<file path="config.mk">
export PLATFORM = sky130hd
export DESIGN_NAME = multdiv_sequencer_flat
export DESIGN_NICKNAME = d
export VERILOG_FILES = /design/src/rtl/multdiv_sequencer_if.sv /design/src/rtl/multdiv_sequencer.sv /design/src/flat_wrapper.sv
export SDC_FILE = /design/constraint.sdc
export NUM_CORES = 1
export LEC_CHECK = 0
export ABC_CLOCK_PERIOD_IN_PS = 2100
export BUFFER_PORTS_ARGS = -buffer_cell sky130_fd_sc_hd__buf_2
export CORE_UTILIZATION = 38
export DETAILED_ROUTE_END_ITERATION = 6
export PLACE_DENSITY_LB_ADDON = 0.08
export SLEW_MARGIN = 10
export SYNTH_ARGS = -nofsm -noshare
export SYNTH_HDL_FRONTEND = slang
export SYNTH_SLANG_ARGS = --single-unit
</file>
<file path="constraint.sdc">
create_clock -name i_clk -period 2.1 [get_ports i_clk]
set_input_delay 0.525 -clock i_clk [delete_from_list [all_inputs] [get_ports i_clk]]
set_output_delay 0.525 -clock i_clk [all_outputs]
set_load 0.05 [all_outputs]
</file>
<file path="src/rtl/multdiv_sequencer_if.sv">
// Handshake bundle between the execute-stage issue logic and the multiply/divide sequencer.
//   ctrl_mult, ctrl_div : one-cycle start requests (issue side drives)
//   divisor_zero        : divisor operand is zero, qualifies a divide start
//   load_operands       : datapath captures operands, clears accumulator
//   step_en             : datapath performs one iteration
//   op_is_div           : latched operation type, 1 = divide
//   count               : current iteration index
//   result_rdy          : result or exception valid this cycle
//   exception           : divide-by-zero, meaningful only with result_rdy
//   busy                : operation in progress (LOAD, RUN or DONE)
//   stall               : freeze request to the upstream stage
interface multdiv_sequencer_if #(
  parameter int unsigned CNT_W = 6
);
  logic             ctrl_mult;
  logic             ctrl_div;
  logic             divisor_zero;
  logic             load_operands;
  logic             step_en;
  logic             op_is_div;
  logic [CNT_W-1:0] count;
  logic             result_rdy;
  logic             exception;
  logic             busy;
  logic             stall;

  // Issue side: requests operations, observes the sequencer.
  modport master (
    output ctrl_mult, ctrl_div, divisor_zero,
    input  load_operands, step_en, op_is_div, count, result_rdy, exception, busy, stall
  );

  // Sequencer side.
  modport slave (
    input  ctrl_mult, ctrl_div, divisor_zero,
    output load_operands, step_en, op_is_div, count, result_rdy, exception, busy, stall
  );
endinterface

</file>
<file path="src/rtl/multdiv_sequencer.sv">
// Control sequencer for the iterative multiply/divide unit.
// Accepts a one-cycle multiply/divide start, meters the datapath step enable with a cycle
// counter, and produces operand-load, result-ready and divide-by-zero strobes while holding
// the pipeline stall for the whole operation.
// Ports:
//   i_clk    : rising-edge clock
//   i_reset  : synchronous active-low reset
//   io_bus   : multdiv_sequencer_if.slave handshake bundle (see interface header)
module multdiv_sequencer #(
  parameter int unsigned MULT_STEPS = 32,
  parameter int unsigned DIV_STEPS  = 32,
  parameter int unsigned CNT_W      = 6
) (
  input logic                i_clk,
  input logic                i_reset,
  multdiv_sequencer_if.slave io_bus
);

  // Step limits stored as the index of the last step so N = 2^CNT_W still fits.
  localparam logic [CNT_W-1:0] MultLast = CNT_W'(MULT_STEPS - 1);
  localparam logic [CNT_W-1:0] DivLast  = CNT_W'(DIV_STEPS - 1);

  typedef enum logic [1:0] {
    StIdle,
    StLoad,
    StRun,
    StDone
  } state_e;

  state_e           r_state,     w_state_d;
  logic [CNT_W-1:0] r_count,     w_count_d;
  logic [CNT_W-1:0] r_last,      w_last_d;
  logic             r_op_is_div, w_op_is_div_d;
  logic             r_exc,       w_exc_d;

  logic w_start;
  logic w_accept;
  logic w_take_div;

  assign w_start    = io_bus.ctrl_mult | io_bus.ctrl_div;
  // Starts are only taken in IDLE/DONE and never in a reset cycle.
  assign w_accept   = w_start & i_reset & ((r_state == StIdle) | (r_state == StDone));
  // Multiply wins when both requests arrive together.
  assign w_take_div = ~io_bus.ctrl_mult;

  always_comb begin
    w_state_d     = r_state;
    w_count_d     = r_count;
    w_last_d      = r_last;
    w_op_is_div_d = r_op_is_div;
    w_exc_d       = r_exc;

    unique case (r_state)
      StIdle, StDone: begin
        if (r_state == StDone) begin
          w_state_d     = StIdle;
          w_count_d     = '0;
          w_op_is_div_d = 1'b0;
          w_exc_d       = 1'b0;
        end
        if (w_accept) begin
          w_op_is_div_d = w_take_div;
          w_count_d     = '0;
          if (w_take_div && io_bus.divisor_zero) begin
            // Divide by zero skips the datapath entirely.
            w_state_d = StDone;
            w_exc_d   = 1'b1;
          end else begin
            w_state_d = StLoad;
            w_exc_d   = 1'b0;
            w_last_d  = w_take_div ? DivLast : MultLast;
          end
        end
      end
      StLoad: begin
        w_state_d = StRun;
        w_count_d = '0;
      end
      StRun: begin
        if (r_count == r_last) begin
          w_state_d = StDone;
        end else begin
          w_count_d = r_count + 1'b1;
        end
      end
      default: w_state_d = StIdle;
    endcase
  end

  always_ff @(posedge i_clk) begin
    if (!i_reset) begin
      r_state     <= StIdle;
      r_count     <= '0;
      r_last      <= '0;
      r_op_is_div <= 1'b0;
      r_exc       <= 1'b0;
    end else begin
      r_state     <= w_state_d;
      r_count     <= w_count_d;
      r_last      <= w_last_d;
      r_op_is_div <= w_op_is_div_d;
      r_exc       <= w_exc_d;
    end
  end

  assign io_bus.load_operands = (r_state == StLoad);
  assign io_bus.step_en       = (r_state == StRun);
  assign io_bus.result_rdy    = (r_state == StDone);
  assign io_bus.exception     = (r_state == StDone) & r_exc;
  assign io_bus.busy          = (r_state != StIdle);
  assign io_bus.op_is_div     = r_op_is_div;
  assign io_bus.count         = r_count;
  // DONE without a new start drops stall so the result can write back.
  assign io_bus.stall         = (r_state == StLoad) | (r_state == StRun) | w_accept;

endmodule

</file>
<file path="src/flat_wrapper.sv">
// flat-port wrapper written by rule: the top's interface ports become plain ports
module multdiv_sequencer_flat 
#(
  parameter int unsigned MULT_STEPS = 32,
  parameter int unsigned DIV_STEPS  = 32,
  parameter int unsigned CNT_W      = 6
)
  (i_clk, i_reset, io_bus_ctrl_mult, io_bus_ctrl_div, io_bus_divisor_zero, io_bus_load_operands, io_bus_step_en, io_bus_op_is_div, io_bus_count, io_bus_result_rdy, io_bus_exception, io_bus_busy, io_bus_stall);
  multdiv_sequencer_if #(.CNT_W(CNT_W)) io_bus_i ();
  input logic i_clk;
  input logic i_reset;
  input wire logic [$bits(io_bus_i.ctrl_mult)-1:0] io_bus_ctrl_mult;
  input wire logic [$bits(io_bus_i.ctrl_div)-1:0] io_bus_ctrl_div;
  input wire logic [$bits(io_bus_i.divisor_zero)-1:0] io_bus_divisor_zero;
  output wire logic [$bits(io_bus_i.load_operands)-1:0] io_bus_load_operands;
  output wire logic [$bits(io_bus_i.step_en)-1:0] io_bus_step_en;
  output wire logic [$bits(io_bus_i.op_is_div)-1:0] io_bus_op_is_div;
  output wire logic [$bits(io_bus_i.count)-1:0] io_bus_count;
  output wire logic [$bits(io_bus_i.result_rdy)-1:0] io_bus_result_rdy;
  output wire logic [$bits(io_bus_i.exception)-1:0] io_bus_exception;
  output wire logic [$bits(io_bus_i.busy)-1:0] io_bus_busy;
  output wire logic [$bits(io_bus_i.stall)-1:0] io_bus_stall;
  assign io_bus_i.ctrl_mult = io_bus_ctrl_mult;
  assign io_bus_i.ctrl_div = io_bus_ctrl_div;
  assign io_bus_i.divisor_zero = io_bus_divisor_zero;
  assign io_bus_load_operands = io_bus_i.load_operands;
  assign io_bus_step_en = io_bus_i.step_en;
  assign io_bus_op_is_div = io_bus_i.op_is_div;
  assign io_bus_count = io_bus_i.count;
  assign io_bus_result_rdy = io_bus_i.result_rdy;
  assign io_bus_exception = io_bus_i.exception;
  assign io_bus_busy = io_bus_i.busy;
  assign io_bus_stall = io_bus_i.stall;
  multdiv_sequencer #(.MULT_STEPS(MULT_STEPS), .DIV_STEPS(DIV_STEPS), .CNT_W(CNT_W)) u_core (.i_clk(i_clk), .i_reset(i_reset), .io_bus(io_bus_i));
endmodule
</file>
Word level (Yosys, flattened, before mapping). Index checks and enable logic that the tools add are counted.

Add/sub/neg operators: 1. Multipliers: 0. Div/mod/pow operators: 0. $lt $le $gt $ge: 0. Equal/unequal tests: 7. Shift operators: 0. Multiplexer cells: 13. Bitwise gates (word level): 9. Reduce and logical (&&, ||, !) cells: 9.

Operators by type and width (number): $mux W6 (3); $pmux W6 S3 (1); $mux W2 (4); $add A6 B1 Y6 const B (1); $eq A6 B5 Y1 (1); $pmux W2 S3 (1); $reduce_and A2 Y1 (3); $eq A2 B2 Y1 const B (2); $mux W1 (4); $or A1 B1 Y1 (4); $reduce_bool A2 Y1 (2); $and A1 B1 Y1 (3); $ne A3 B2 Y1 const B (1); $reduce_and A3 Y1 (1); $eq A2 B1 Y1 const B (1); $logic_not A2 Y1 (1); $ne A2 B1 Y1 const B (1); $ne A2 B2 Y1 const B (1); $not A1 Y1 (2); $reduce_or A2 Y1 (1); $logic_and A1 B1 Y1 (1).

Flip-flop bits (word level): 11. Latch bits: 0. RAM bits: 0. Memory bits (read-only): 0. Input port bits: 5. Output and inout bits: 13. Word-level logic and storage cells: 44. Memories: 0.

Longest topological paths before layout. Gate-level depths: netlist of the first run.

Depth in word-level cells: 5. Gate-level depth with buffers: 7. Gate-level depth less buffers: 6.

Worst setup path after synthesis of the first run. No wires, ideal clock.

Path kind: flip-flop to flip-flop. From: reg u_core.r_count[2] (netlist: u_core.io_bus.count[2]). To: reg u_core.r_state[0]. Setup time: 0.116 ns. Arrival time: 1.809 ns. Required time: 1.984 ns. Setup slack: 0.175 ns. Cell stages (with the launch flop): 6. Buffers on the path: 0. Period minus slack after synthesis: 1.925 ns. Cells stage by stage: dfxtp_1 -> or4_4 -> o32a_4 -> a21oi_4 -> o211ai_1 -> o211a_1.

Cells in the longest elaborated chain, start to end: 3.

Ends and longest elaborated chain: from (decl) (line multdiv_sequencer.sv:31) `logic [CNT_W-1:0] r_count, w_count_d;`; from (signal assigned) (line multdiv_sequencer.sv:99) `r_count <= w_count_d;`; $eq A6 B5 Y1 (line multdiv_sequencer.sv:80) `if (r_count == r_last) begin`; $ne A2 B1 Y1 (no source line); $reduce_and A2 Y1 (no source line); to (signal assigned) (line multdiv_sequencer.sv:92) `r_state <= StIdle;`; to (signal assigned) (line multdiv_sequencer.sv:98) `r_state <= w_state_d;`; to (decl) (line multdiv_sequencer.sv:30) `state_e r_state, w_state_d;`.

Every way passes these cells. A chain may end at the register's enable or synchronous reset.

Final worst setup path of the first run.
From: reg u_core.r_state[0]. To: out io_bus_stall.

Cells in the longest elaborated chain, start to end: 4. Elaborated cells between the ends (all ways): 8. Those cells by class: 3 x eq/ne; 4 x bitwise; 1 x reduce/logical.

Ends and longest elaborated chain: $eq A2 B2 Y1 or $logic_not A2 Y1 (tied branches) (line multdiv_sequencer.sv:42) `assign w_accept = w_start & i_reset & ((r_state == StIdle) | (r_state == StDone));`; $or A1 B1 Y1 (line multdiv_sequencer.sv:42); $and A1 B1 Y1 (line multdiv_sequencer.sv:42); $or A1 B1 Y1 * (line multdiv_sequencer.sv:114) `assign io_bus.stall = (r_state == StLoad) | (r_state == StRun) | w_accept;`; to (decl) (line flat_wrapper.sv:22) `output wire logic [$bits(io_bus_i.stall)-1:0] io_bus_stall;`.

Mark *: on every way between the ends. The rest lies on a longest branch, timed or not.

==> flow_summary_export.csv, run 1 <==
group,metric,value,unit
run_status,status,"complete, no violations",
timing,maxSlewHeadroom,74.9,%
timing,timing.final.setup_violations,0,
finish,areaGrowthSynthToFinish,22.8,%
clocking,tritoncts.num_buffers,3,
pwr,switching_part_of_the_total,50.3,%
timing,period_minus_slack,1.96,ns
timing,max_slew.worst_pin.slew,0.374,ns
placement,io_buffer_count,17,
pwr,switchingPower,597,µW
die,row_count,15,
drt,vias,665,
placement,gp_congestion,0.757,
worst_setup_path,criticalPathCategory,"flip-flop to output port",
run,max_cap_violations,0,
worst_setup_path,startpoint_type,"flip-flop",
min_path,worstHoldPathType,"flip-flop to flip-flop",
logic_synthesis,syn_nets,93,
pwr,power_frac_comb,64.9,%
logic_synthesis,yosysSeqAreaShare,30.9,%
finish,finalInstanceArea,875,µm²
placement,placement.cell_area,831,µm²
die,die_area,2050,µm²
logic_synthesis,synth_area_per_cell,8.58,µm²
logic_synthesis,synth.ff_latch_count,11,
global_route,grt_antenna_before_repair,0,
logic_synthesis,async_reset_ff_share,0,%
drt,drt-total-wl,1.48,mm
placement,place_ws,0.265,ns
worst_setup_path,cp_data_required_time,1.57,ns
finish,utilization,50.1,%
timing,rsz0062_at_grt,"false",
placement,dpl_cells,124,
min_path,hold_path_depth,2,
logic_synthesis,synthesis.instances,83,
worst_setup_path,r2r_cell_count,5,
drt,route.detailed.wl_per_inst,11.6,µm
clocking,clock_sink_count,11,
die,top_level_ports,18,
pwr,share_clk_of_total_power,12.0,%
finish,num_antenna_cells,0,
global_route,global_route.overflow_total,0,
die,die_extent_in_y,45.3,µm
drt,post_drt_via_cell_ratio,5.20,
global_route,first_global_vias,561,
timing,final_number_of_max_transition_violations,0,
pwr,p_leak,0.000392,µW
clocking,clock-root-buffer,"clkbuf_4",
finish,final_cell_count_no_fill,128,
timing,post-route-period-util,93.2,%
logic_synthesis,count_of_flip_flops_with_a_built_in_enable_after_synthesis,0,
finish,layout.nets,114,
clocking,max-clock-path-buffers,2,
timing,fin_skew,0.00582,ns
clocking,clkTransAtPathRegs,0.07,ns
finish,drive_above_1_share,29.1,%
placement,detailed_place_hpwl,1.15,mm
timing,max_freq,511,MHz
drt,drc_errors,0,
logic_synthesis,ys.warnings.count,0,
worst_setup_path,critical_path_peak_fanout,9,
pwr,power.share.sequential,23.1,%
die,design.core.area,1750,µm²
drt,drt_first_pass_iters,4,
logic_synthesis,ys_dominant_reg_cell,"dfxtp_1",
global_route,grtUsageTotal,16.5,%
timing,timing.setup.tns,0,ns
finish,final_common_cell,"buf_2",
clocking,cts.htree.levels,1,
timing,report.final.hold_viol_count,0,
worst_setup_path,worst_setup_path_end_kind,"output port",
global_route,grt_max_degree,14,
clocking,cts_tree,"built",
drt,final_antenna_net_count,0,
logic_synthesis,synthesis.area,712,µm²
logic_synthesis,netlist-cell-type-count,36,
pwr,vdd_drop_max,0.804,mV
global_route,grt_pass1_wl,2.44,mm
worst_setup_path,worst-endpoint-arrival,1.43,ns
clocking,clk_latency,0.26,ns
finish,highest_count_cells_in_the_layout_ignoring_fill_and_taps,"buf_2, dfxtp_1, nand2_1",
pwr,cell_internal_power,590,µW
die,starting_density_of_the_core,40.8,%
pwr,p_per_area,1360,nW/µm²
die,die_width,45.3,µm
drt,drt_iter0_drc,10,
timing,final.setup.worst_slack,0.144,ns
final timing paths:
check | to | from | slack [ns]
hold reg to reg | u_core.r_exc$_SDFFE_PN0P_ | u_core.r_exc$_SDFFE_PN0P_ | 0.49
hold / removal | u_core.r_exc$_SDFFE_PN0P_ | u_core.r_exc$_SDFFE_PN0P_ | 0.49
setup reg to reg | u_core.r_state[0]$_SDFFE_PN0P_ | u_core.io_bus.count[2]$_SDFFE_PN0P_ | 0.33
setup / recovery | io_bus_stall | u_core.r_state[0]$_SDFFE_PN0P_ | 0.14
final cells by class:
| cell class | count | area, µm² |
|---|---|---|
| clock buffers | 4 | 26.3 |
| inverters | 7 | 26.3 |
| flip-flops and latches | 11 | 220 |
| repair buffers | 19 | 103 |
| well taps | 25 | 31.3 |
| fillers | 183 | 871 |
| multi-input cells | 62 | 468 |
kinds of logic (layout without fill, tap and decap cells):
logic type                 after synthesis  after routing  share of synthesized area [%]
AOI/OAI and AO/OA                       28             28                           32.3
adders and majority gates                5              5                           8.79
buffers and inverters                   10             30                           5.45
DFF                                     11             11                           30.9
and+or+nand+nor                         29             29                           22.5
routing by layer:
layer  vias up  global-route usage, %  routed length, µm
met1       308                   21.7                697
met4         0                   10.9                 13
met2        12                   24.9                722
li1        343                      -                  -
met5         -                      0                  0
met3         2                   2.40                 50
sequential cells by signal (all words and copies together), names as in the netlist:
| register | count |
|---|---|
| u_core.io_bus.count | 6 |
| u_core.r_state | 2 |
| u_core.r_exc | 1 |
| u_core.r_last | 1 |
| u_core.io_bus.op_is_div | 1 |
power by group through the flow:
stage | registers, µW | clock network, µW | logic (µW)
finish | 274 | 142 | 771
global placement | 279 | 0 | 720
CTS | 275 | 151 | 734
detailed placement | 281 | 0 | 720
global route | 281 | 159 | 833
floorplan | 294 | 0 | 559
Yosys cell counts, types with 2 or more instances:
cell type / n / area, µm²
o21a_1: 3 / 22.5
nor2_1: 3 / 11.3
a21boi_0: 2 / 15.0
nand2_1: 9 / 33.8
dfxtp_1: 11 / 220
nand4_1: 3 / 18.8
nand4b_1: 2 / 17.5
a21boi_1: 4 / 30.0
inv_1: 7 / 26.3
nand3_1: 2 / 10.0
clkbuf_1: 2 / 7.51
a21oi_1: 2 / 10.0
o21ai_0: 5 / 25.0
o211a_1: 2 / 20.0
ha_1: 5 / 62.6
per-stage QoR:
step	total power (µW)	hold WS, ns
floorplan	853	0.452
global placement	999	0.463
detailed placement	1000	0.486
CTS	1160	0.498
global route	1270	0.523
finish	1190	0.490
worst max-delay path: stages (launching register included):
cell and delay, ns:
dfxtp_1 0.39, inv_1 0.11, ha_4 0.32, inv_1 0.07
nand2_1 0.06, clkbuf_4 0.22
timing repair:
action,in CTS,in global routing
buffers inserted,0,0
resized for setup,1,3
endpoints found under the setup margin,1,1
hold buffers,0,0
(Power assumes the default switching activity.)
==> run 2: changes to the inputs <==
Settings changed: PLACE_DENSITY from default to 0.64, PLACE_DENSITY_LB_ADDON 0.08 to default.
==> run 2 against run 1 <==
Net effect: clock power up 4%; worst hold slack better by 0.0045 ns; setup slack worse by 0.053 ns; register-to-register slack worse by 0.02 ns; largest power group unchanged; critical endpoint is now io_bus_step_en; routed wire length up 6.1%; highest routed layer unchanged; non-clock buffer count unchanged.
==> flow_summary_export.csv, run 2 (synthesis gave the netlist of run 1 again) <==
group,metric,value,unit
global_route,grt_max_degree,14,
min_path,worstHoldPathType,"flip-flop to flip-flop",
clocking,clkTransAtPathRegs,0.07,ns
worst_setup_path,startpoint_type,"flip-flop",
run_status,status,"complete, no violations",
pwr,switching_part_of_the_total,50.8,%
clocking,tritoncts.num_buffers,3,
drt,route.detailed.wl_per_inst,12.3,µm
drt,final_antenna_net_count,0,
drt,post_drt_via_cell_ratio,5.37,
min_path,hold_start,"u_core.io_bus.op_is_div$_SDFFE_PN0P_",
finish,highest_count_cells_in_the_layout_ignoring_fill_and_taps,"buf_2, dfxtp_1, nand2_1",
pwr,switchingPower,605,µW
global_route,grtUsageTotal,16.7,%
clocking,hold_buffers,0,
finish,final_common_cell,"buf_2",
clocking,cts_post_setup_buffers_inserted,0,
finish,utilization,50.0,%
clocking,clock_sink_count,11,
finish,areaGrowthSynthToFinish,22.5,%
finish,multi_input_comb_area,465,µm²
finish,final_cell_count_no_fill,128,
die,top_level_ports,18,
pwr,p_leak,0.000393,µW
drt,vias,687,
pwr,p_per_area,1360,nW/µm²
timing,period_minus_slack,2.01,ns
placement,dpl_cells,124,
pwr,power.share.sequential,23.1,%
worst_setup_path,worst_setup_path_end_kind,"output port",
worst_setup_path,worstReg2RegEnd,"u_core.r_state[0]$_SDFFE_PN0P_",
min_path,min_to,"u_core.io_bus.op_is_div$_SDFFE_PN0P_",
timing,report.final.hold_viol_count,0,
clocking,clock-root-buffer,"clkbuf_4",
global_route,grt_antenna_before_repair,0,
placement,gp_congestion,0.858,
pwr,cell_internal_power,585,µW
placement,detailed_place_hpwl,1.16,mm
finish,largest_register_ff_count,6,
finish,fill_cell_instance_count_of_the_final_layout,177,
die,design.core.area,1750,µm²
worst_setup_path,critical_path_peak_fanout,9,
die,row_count,15,
timing,fin_skew,0.00691,ns
pwr,power_frac_comb,64.4,%
global_route,global_route.overflow_total,0,
drt,drc_errors,0,
run,max_cap_violations,0,
timing,post-route-period-util,95.7,%
finish,seqCellArea,220,µm²
worst_setup_path,worst-endpoint-arrival,1.48,ns
finish,drive_above_1_share,28.2,%
pwr,p_total,1190,µW
worst_setup_path,r2r_cell_count,5,
global_route,grt_pass1_wl,2.44,mm
worst_setup_path,regToRegStartpoint,"u_core.r_last[0]$_SDFFE_PN0P_",
die,starting_density_of_the_core,40.8,%
drt,drt-total-wl,1.57,mm
die,die_width,45.3,µm
worst_setup_path,criticalPathCategory,"flip-flop to output port",
die,die_area,2050,µm²
global_route,first_global_vias,564,
pwr,share_clk_of_total_power,12.5,%
timing,max_freq,498,MHz
drt,drt_first_pass_iters,4,
finish,layout.nets,114,
min_path,hold_path_depth,2,
timing,timing.setup.tns,0,ns
finish,num_antenna_cells,0,
worst_setup_path,timing.reg2reg.setup_slack,0.31,ns
clocking,clk_latency,0.27,ns
clocking,cts_tree,"built",
timing,maxSlewHeadroom,74.7,%
pwr,vdd_drop_max,0.910,mV
timing,final_number_of_max_transition_violations,0,
placement,io_buffer_count,17,
die,die_extent_in_y,45.3,µm
clocking,cts.htree.levels,1,
timing,timing.final.setup_violations,0,
worst_setup_path,cp_data_required_time,1.57,ns
timing,rsz0062_at_grt,"false",
timing,max_slew.worst_pin.slew,0.377,ns
drt,drt_iter0_drc,10,
clocking,max-clock-path-buffers,2,
-- run 2: cell counts in the layout (fill, tap and decap cells not counted) --
Identical to the previous run, type by type.
-- run 2: layout make-up --
class	instances	area share, %
Sequential cell	11	25.3
Tap cell	25	3.59
Clock buffer	4	3.01
Multi-Input combinational cell	62	53.4
Inverter	7	3.01
Timing Repair Buffer	19	11.8
-- run 2: critical path, stage by stage, from the launching register on --
cell	delay (ns)
dfxtp_1	0.35
inv_1	0.13
ha_1	0.40
buf_2	0.34
-- run 2: power groups by stage --
| stage | combinational [µW] | sequential (µW) | clock [µW] |
|---|---|---|---|
| floorplan | 559 | 294 | 0 |
| global placement | 717 | 278 | 0 |
| detailed placement | 717 | 280 | 0 |
| CTS | 733 | 275 | 153 |
| global route | 825 | 278 | 166 |
| finish | 767 | 275 | 148 |
-- run 2: worst max-delay path by stage --
stage	start	endpoint	cells after the start
global placement	u_core.r_state[0]$_SDFFE_PN0P_	u_core.io_bus.count[2]$_SDFFE_PN0P_	6
global route	u_core.r_state[0]$_SDFFE_PN0P_	io_bus_step_en	3
CTS	u_core.r_state[0]$_SDFFE_PN0P_	io_bus_stall	5
detailed placement	u_core.r_state[0]$_SDFFE_PN0P_	io_bus_stall	5
floorplan	u_core.io_bus.count[2]$_SDFFE_PN0P_	u_core.r_state[0]$_SDFFE_PN0P_	5
finish	u_core.r_state[0]$_SDFFE_PN0P_	io_bus_step_en	3
-- run 2: what timing repair did --
action | 4_1_cts | 5_1_grt
setup endpoints to repair | 1 | 1
pin swaps | 0 | 0
gates cloned | 0 | 0
gates resized for setup | 1 | 2
-- run 2: layer usage --
metal,wire (µm),part of all wire (%),GRT usage (%),up-vias
met5,0,0,0,-
met1,734,47,20.7,318
li1,-,-,-,342
met4,12,0.76,4.85,0
met2,750,48,27.0,25
met3,77,4.9,6.00,2
-- run 2: through the flow --
step           area, µm²  hold slack (ns)  setup WS, ns
2_1_floorplan        712            0.452         0.175
3_3_place_gp         831            0.482         0.272
3_5_place_dp         831            0.478         0.243
4_1_cts              860            0.503      0.000429
5_1_grt              872            0.539       0.00683
6_report             872            0.494        0.0903
==> run 3: changes to the inputs <==
Settings changed: ABC_AREA from default to 1, CTS_BUF_LIST from default to sky130_fd_sc_hd__clkbuf_16.
==> run 3 against run 2 <==
Net effect: fmax rose by 2.4%; clock power rose by 140%; largest power group unchanged; utilization rose by 1.6 points; critical endpoint is now io_bus_stall; design area rose by 5.5%; critical path depth rose by 3; power rose by 5.5%; global-route usage rose by 1.8 points.
==> flow_summary_export.csv, run 3 <==
group,metric,value,unit
run_status,status,"complete, no violations",
worst_setup_path,worst-endpoint-arrival,1.44,ns
drt,drt_first_pass_iters,4,
timing,fin_skew,0.00193,ns
logic_synthesis,yosysTopAreaCellShare,29.5,%
drt,post_drt_via_cell_ratio,4.97,
logic_synthesis,async_reset_ff_share,0,%
timing,rsz0062_at_grt,"false",
clocking,clkTransAtPathRegs,0.04,ns
die,die_area,2140,µm²
drt,met3_routed_wl,74,µm
pwr,p_leak,0.000448,µW
drt,drt-total-wl,1.67,mm
global_route,grt_pass1_wl,2.77,mm
drt,route.detailed.wl_per_inst,10.6,µm
logic_synthesis,ys.warnings.count,0,
drt,drt-met1-wl,820,µm
logic_synthesis,cell_with_the_most_instances_after_synthesis,"nand2_1",
finish,seqCellArea,223,µm²
timing,timing.final.setup_violations,0,
logic_synthesis,count_of_flip_flops_with_a_built_in_enable_after_synthesis,0,
finish,multi_input_comb_area,443,µm²
logic_synthesis,netlist_top_cells_area,"dfxtp_1, nand2_1, ha_1, a21oi_1, nand3_1",
drt,vias,786,
placement,detailed_place_hpwl,1.25,mm
clocking,tritoncts.num_buffers,3,
worst_setup_path,worst_setup_path_end_kind,"output port",
worst_setup_path,cpPeakStageDelay,0.35,ns
logic_synthesis,ys_dominant_reg_cell,"dfxtp_1",
logic_synthesis,synth_commonest_cells,"nand2_1, nor2_1, inv_1",
logic_synthesis,syn_nets,125,
timing,period_minus_slack,1.96,ns
logic_synthesis,netlist-cell-type-count,19,
finish,utilization,51.6,%
finish,drive_above_1_share,21.1,%
clocking,max-clock-path-buffers,2,
worst_setup_path,timing.critical_path.cells,"inv_1, ha_1, inv_1, nand2_2, nand2_1, buf_4",
die,die_width,46.3,µm
worst_setup_path,criticalPathCategory,"flip-flop to output port",
drt,final_antenna_net_count,0,
die,design.core.area,1780,µm²
worst_setup_path,cp_slowest_cell,"dfxtp_2",
drt,detailroute.wirelength.met2,735,µm
global_route,grt_antenna_before_repair,0,
min_path,worstHoldPathType,"flip-flop to flip-flop",
timing,max_freq,510,MHz
pwr,vdd_drop_max,0.786,mV
logic_synthesis,synth_area_per_cell,6.48,µm²
drt,route.top_layer_used,"met4",
placement,place_ws,0.265,ns
finish,highest_count_cells_in_the_layout_ignoring_fill_and_taps,"nand2_1, buf_2, inv_1, nor2_1",
run,max_cap_violations,0,
clocking,cts.htree.levels,1,
finish,finalInstanceArea,920,µm²
timing,post-route-period-util,93.4,%
die,row_count,15,
worst_setup_path,critical-path-top-cell-by-count,"inv_1",
clocking,clock-root-buffer,"clkbuf_16",
die,top_level_ports,18,
placement,io_buffer_count,17,
timing,final_number_of_max_transition_violations,0,
logic_synthesis,synth.ff_latch_count,11,
logic_synthesis,synthesis.area,746,µm²
global_route,global_route.overflow_total,0,
clocking,cts_post_setup_buffers_inserted,0,
finish,final_common_cell,"nand2_1",
timing,max_slew.worst_pin.slew,0.304,ns
worst_setup_path,cp_data_required_time,1.57,ns
logic_synthesis,yosys.area.top_type,"dfxtp_1",
drt,drc_errors,0,
placement,placement.cell_area,836,µm²
timing,report.final.hold_viol_count,0,
logic_synthesis,synthesis.instances,115,
pwr,p_per_area,1370,nW/µm²
global_route,first_global_vias,637,
die,starting_density_of_the_core,41.8,%
finish,layout.nets,144,
timing,final.setup.worst_slack,0.138,ns
placement,gp_congestion,0.783,
timing,maxSlewHeadroom,79.7,%
drt,drt_iter0_drc,15,
finish,fill_cell_instance_count_of_the_final_layout,198,
die,die_extent_in_y,46.3,µm
worst_setup_path,crit_start,"u_core.r_state[0]$_SDFFE_PN0P_",
timing,timing.setup.tns,0,ns
finish,num_antenna_cells,0,
logic_synthesis,yosysSeqAreaShare,29.5,%
worst_setup_path,critical_path_peak_fanout,5,
clocking,clk_latency,0.24,ns
finish,largest_register_ff_count,6,
clocking,clock_sink_count,11,
global_route,grtUsageTotal,18.5,%
finish,areaGrowthSynthToFinish,23.3,%
worst_setup_path,regToRegStartpoint,"u_core.r_state[0]$_SDFFE_PN0P_",
global_route,grt_max_degree,13,
clocking,cts_tree,"built",
pwr,p_total,1260,µW
min_path,hold_start,"u_core.io_bus.op_is_div$_SDFFE_PN0P_",
worst_setup_path,startpoint_type,"flip-flop",
-- run 3: critical path: cells and delay by family, from the launching register on --
family        cells  cell delay [ns]
buf+inv           3             0.37
flops             1             0.35
fa+ha+maj         1             0.30
simple gates      2             0.18
-- run 3: worst paths after layout --
path | endpoint | cells after the start | slack, ns
max | io_bus_stall | 6 | 0.14
min reg2reg | u_core.io_bus.op_is_div$_SDFFE_PN0P_ | 2 | 0.47
max reg2reg | u_core.io_bus.count[0]$_SDFFE_PN0P_ | 8 | 0.63
min | u_core.io_bus.op_is_div$_SDFFE_PN0P_ | 2 | 0.47
-- run 3: area by class of cell --
type,count,share of cell area [%]
Sequential cell,11,24.2
Clock buffer,3,8.16
Inverter,15,6.12
Timing Repair Buffer,17,9.52
Tap cell,25,3.40
Multi-Input combinational cell,86,48.2
Clock inverter,1,0.408
-- run 3: what timing repair did --
action / 4_1_cts / 5_1_grt
endpoints found under the setup margin: 0 / 1
resized for setup: 0 / 4
hold buffers: 0 / 0
-- run 3: per-layer routing --
metal / up-vias / GRT usage, %
li1: 402 / -
met5: - / 0
met1: 348 / 24.8
met2: 26 / 27.2
met3: 10 / 4.71
met4: 0 / 8.82
-- run 3: through the flow --
stage | hold WS (ns) | instances
floorplan | 0.440 | 115
global placement | 0.455 | 154
detailed placement | 0.461 | 154
CTS | 0.470 | 158
global route | 0.479 | 158
finish | 0.466 | 158
-- run 3: logic make-up (layout without fill, tap and decap cells) --
group,Yosys count,in the layout,share of synthesized area (%)
compound gates,16,16,11.1
xor+xnor,1,1,1.17
fa+ha+maj,5,5,8.39
buf+inv,18,36,11.1
flops,11,11,29.5
simple gates,64,64,38.8
-- run 3: report_power, final --
part / leakage, µW / internal, µW / switching (µW)
Clock: 0.0000423 / 250 / 98.4
Combinational: 0.000315 / 169 / 459
Sequential: 0.0000903 / 247 / 32.4
Total: 0.000448 / 666 / 590
